<file path="config.mk">
export PLATFORM = sky130hd
export DESIGN_NAME = sd_adc_decimator
export DESIGN_NICKNAME = d
export VERILOG_FILES = /design/src/rtl/sd_adc_decimator.sv
export SDC_FILE = /design/constraint.sdc
export NUM_CORES = 1
export LEC_CHECK = 0
export CAP_MARGIN = 20
export CORE_MARGIN = 1
export CORE_UTILIZATION = 56
export CTS_CLUSTER_SIZE = 40
export DETAILED_ROUTE_END_ITERATION = 7
export GPL_TIMING_DRIVEN = 0
export PLACE_DENSITY_LB_ADDON = 0.15
export SYNTH_ARGS = -nofsm -noshare
export SYNTH_HDL_FRONTEND = slang
export SYNTH_SLANG_ARGS = --single-unit
</file>
<file path="constraint.sdc">
create_clock -name clk -period 2.4 [get_ports clk]
set_input_delay 0.36 -clock clk [delete_from_list [all_inputs] [get_ports clk]]
set_output_delay 0.36 -clock clk [all_outputs]
set_load 0.005 [all_outputs]
</file>
<file path="src/rtl/sd_adc_decimator.sv">
// sd_adc_decimator: 1-bit sigma-delta capture loop, window decimator and hysteresis EAR slicer
module sd_adc_decimator #(
    parameter int OSR_LOG2   = 8,
    parameter int OUT_W      = 8,
    parameter int HYST       = 16,
    parameter int SETTLE_WIN = 2
) (
    input  logic             clk,
    input  logic             rst_n,
    input  logic             ce,
    input  logic             cmp_in,
    output logic             fb_out,
    output logic [OUT_W-1:0] sample,
    output logic             sample_valid,
    output logic             ear_bit,
    output logic             overload
);
    localparam logic [0:0]          SETTLE  = 1'b0;
    localparam logic [0:0]          RUN     = 1'b1;
    localparam int                  MID     = 1 << (OUT_W - 1);
    localparam logic [OUT_W-1:0]    MID_V   = OUT_W'(MID);
    localparam logic [OUT_W-1:0]    HI      = OUT_W'(MID + HYST);
    localparam logic [OUT_W-1:0]    LO      = OUT_W'(MID - HYST);
    localparam logic [OSR_LOG2:0]   FULL    = {1'b1, {OSR_LOG2{1'b0}}};
    localparam logic [3:0]          SW_LAST = 4'(SETTLE_WIN - 1);

    logic                s1, s2;
    logic [OSR_LOG2-1:0] phase;
    logic [OSR_LOG2:0]   acc, total, shifted;
    logic [OUT_W-1:0]    scaled;
    logic                win_end, ovl_next;
    logic [0:0]          state;
    logic [3:0]          settle_cnt;

    // the window-end bit is folded into total so acc can restart cleanly at 0
    always_comb begin
        win_end  = ce && (phase == '1);
        total    = acc + {{OSR_LOG2{1'b0}}, fb_out};
        shifted  = total >> (OSR_LOG2 - OUT_W);
        scaled   = shifted[OUT_W] ? '1 : shifted[OUT_W-1:0];
        ovl_next = (total == '0) || (total == FULL);
    end

    always_ff @(posedge clk) begin
        if (!rst_n) begin
            s1           <= 1'b0;
            s2           <= 1'b0;
            fb_out       <= 1'b0;
            phase        <= '0;
            acc          <= '0;
            sample       <= MID_V;
            sample_valid <= 1'b0;
            ear_bit      <= 1'b0;
            overload     <= 1'b0;
            state        <= SETTLE;
            settle_cnt   <= '0;
        end else begin
            s1           <= cmp_in;
            s2           <= s1;
            fb_out       <= s2;
            sample_valid <= 1'b0;
            if (ce) begin
                phase <= phase + 1'b1;
                acc   <= win_end ? '0 : total;
            end
            if (win_end) begin
                if (state == SETTLE) begin
                    settle_cnt <= settle_cnt + 1'b1;
                    if (settle_cnt == SW_LAST) state <= RUN;
                end else begin
                    sample       <= scaled;
                    overload     <= ovl_next;
                    sample_valid <= 1'b1;
                    ear_bit      <= (scaled >= HI) ? 1'b1 : (scaled < LO) ? 1'b0 : ear_bit;
                end
            end
        end
    end
endmodule

</file>
==> results.json <==
{
  "max_slew_margin_pct": 63.5,
  "hp-class": "in2reg",
  "cap_violations": 0,
  "wl_per_cell_um": 14.1,
  "synth_xor_area_share_pct": 7.65,
  "initial_core_util_pct": 60.7,
  "hpwl_um": 2570,
  "finalHoldViolations": 0,
  "syn_avg_cell_area_um2": 8.89,
  "clk_pin_slew_ns": 0.10,
  "place.gp.congestion": 0.906,
  "grt_use_total_pct": 24.1,
  "antenna_cells": 0,
  "final_cell_mix": "dfxtp_1, nand2_1, and2_1, clkdlybuf4s50_1",
  "cp_max_fo": 8,
  "ant_nets": 0,
  "drive_gt1_share_pct": 9.86,
  "yosysSeqAreaShare_pct": 42.0,
  "async_flop_share_pct": 0,
  "grt_pass1_wl_um": 6000,
  "status": "finished with violations",
  "met1_usage_pct": 30.5,
  "grtUsageMet2_pct": 39.0,
  "clock_path_buffers": 2,
  "cts_max_level": 2,
  "synth-main-ff-cell": "dfxtp_1",
  "rows": 19,
  "postCtsResizedCells": 0,
  "fin_area_um2": 1950,
  "setup.worst_path.end_class": "flip-flop",
  "die_area_um2": 3290,
  "grt_max_degree": 11,
  "ys_ff_latch": 36,
  "clk-insertion-delay-late_ns": 0.34,
  "cp_common_cell": "ha_1",
  "rsz0062_at_grt": "false",
  "cp.arrival_ns": 2.31,
  "critPathLaunchType": "flip-flop",
  "routed_wirelength_um": 3430,
  "setup_viol": 0,
  "final_common_cell": "dfxtp_1",
  "grt_overflow": 0,
  "via_per_inst": 5.73,
  "port_buffers": 13,
  "synth.net_count": 202,
  "core_area_um2": 2830,
  "synth_area_um2": 1720,
  "cp_cell_sequence": "ha_1, ha_1, buf_2, nand3_1, o21ai_0, nand2_1, nor2_1, a21oi_1",
  "drt_iter0_drc": 62,
  "fin_ws_ns": 0.307,
  "leakage_uw": 0.000738,
  "grt_pass1_vias": 1356,
  "root_buffer": "clkbuf_4",
  "antenna_found_initial": 0,
  "synthAdderAreaFrac_pct": 3.64,
  "synth_mux_area_share_pct": 0.583,
  "synthCells": 193,
  "layout_min_cycle_time_ns": 2.09,
  "power.density_nw_per_um2": 515,
  "tritoncts": "yes",
  "pin_count": 16,
  "placed_area_um2": 1890,
  "violations": "design-rule violations",
  "grtUsageMet3_pct": 6.80,
  "top_usage_layer": "met2",
  "drv_slew": 0,
  "cts_setup_buffers": 0,
  "drc": 4,
  "fin_skew_ns": 0.00592,
  "vias": 1398,
  "hold_buffers": 0,
  "slowest_stage": "dfxtp_1",
  "layout.nets": 222,
  "final.setup.tns_ns": 0,
  "synth_top_family_by_area": "simple AND/OR/NAND/NOR gates",
  "critical_path_class": "reg2reg",
  "worstPathRequired_ns": 2.62,
  "synth_compound_area_share_pct": 14.2,
  "finalCritPeriodShare_pct": 87.2,
  "dp_slack_ns": 0.326,
  "cts_buffers": 5,
  "fmax_mhz": 478,
  "synth-simple-area-share_pct": 27.3,
  "die_x_um": 57.4,
  "die_h_um": 57.4,
  "ys_types": 41,
  "max_stage_delay_ns": 0.36,
  "drtPass1Iterations": 8,
  "area_growth_pct": 13.6,
  "tightest_slew_ns": 0.544,
  "yosysWarningCount": 0,
  "cts_num_sinks": 36,
  "synth_edf_count": 0,
  "ir_drop_v": 0.000385
}
## per-layer routing
layer,vias up,wire [um],part of all wire [%]
met5,-,0,0
met4,0,58,1.7
met3,7,210,6.1
met2,47,1550,45
met1,639,1610,47
li1,705,-,-
## through the flow
step / total power, uW / utilization, % / std cells / hold slack, ns
after floorplan: 648 / - / 193 / 0.412
after global placement: 658 / 66.7 / 237 / 0.422
after detailed placement: 660 / 66.7 / 237 / 0.430
after CTS: 1010 / 69.0 / 244 / 0.411
after global routing: 1040 / 69.0 / 244 / 0.425
final: 1000 / 69.0 / 244 / 0.424
## cell families (layout without fill, tap and decap cells)
group | after synthesis | count (layout)
and+or+nand+nor | 83 | 83
AOI/OAI and AO/OA | 36 | 36
DFF | 36 | 36
buffers and inverters | 17 | 37
xor gates and xnor gates | 15 | 15
adders and majority gates | 5 | 5
muxes | 1 | 1
## registers in the layout, indices dropped and copies added, names as in the netlist
| signal | cells |
|---|---|
| acc | 9 |
| phase | 8 |
| sample | 8 |
| settle_cnt | 4 |
| ear_bit | 1 |
| fb_out | 1 |
| overload | 1 |
| s1 | 1 |
| s2 | 1 |
| sample_valid | 1 |
| state | 1 |
## final timing paths
kind                                                to  cells after the start  slack (ns)              start
worst min register to register           s2$_SDFF_PN0_                      1        0.45      s1$_SDFF_PN0_
worst min-delay path               acc[1]$_SDFFE_PN0P_                      2        0.42              rst_n
worst max register to register  sample[4]$_SDFFE_PN0P_                      8        0.31  fb_out$_SDFF_PN0_
worst max-delay path            sample[4]$_SDFFE_PN0P_                      8        0.31  fb_out$_SDFF_PN0_
## synthesized netlist by cell type, types with 2 or more instances
| library cell | number | area share, % |
|---|---|---|
| nor2b_1 | 9 | 3.3 |
| nor4_1 | 2 | 0.73 |
| nand3_1 | 9 | 2.6 |
| inv_1 | 5 | 1.1 |
| nand2b_1 | 2 | 0.73 |
| nor3_1 | 7 | 2.0 |
| a21oi_1 | 8 | 2.3 |
| nand4_1 | 4 | 1.5 |
| o221a_2 | 2 | 1.3 |
| a22oi_1 | 2 | 0.87 |
| buf_2 | 3 | 0.87 |
| xor2_1 | 3 | 1.5 |
| buf_4 | 3 | 1.3 |
| and3_1 | 2 | 0.73 |
| or3_1 | 3 | 1.1 |
| o21ai_0 | 12 | 3.5 |
| and2_1 | 13 | 4.7 |
| nor2_1 | 11 | 2.4 |
| nand2_1 | 13 | 2.8 |
| ha_1 | 5 | 3.6 |
| clkbuf_1 | 5 | 1.1 |
| dfxtp_1 | 36 | 42 |
| xnor2_1 | 12 | 6.1 |
| a21boi_0 | 5 | 2.2 |
## power breakdown
group / switching [uW] / internal, uW / leakage [uW]
combinational: 21.9 / 17.0 / 0.000410
clock: 193 / 166 / 0.0000374
sequential: 4.03 / 603 / 0.000291
## final cells by class
class                      instances  area (um^2)
buffer                            12         60.1
clock buffer                       7         65.1
fill                             230          878
inverter                           5         18.8
multi-input combinational        140          917
sequential                        36          721
tap                               31         38.8
timing repair buffer              13          130
## critical path, delay by kind of cell (launching register included)
kind	cells	cell delay [ns]
AND/OR/NAND/NOR	3	0.63
AO/OA/AOI/OAI	2	0.43
adder cells (fa/ha/maj)	2	0.39
flip-flops	1	0.36
buffers and inverters	1	0.18
No activity file was read; power rests on OpenSTA's default activity.
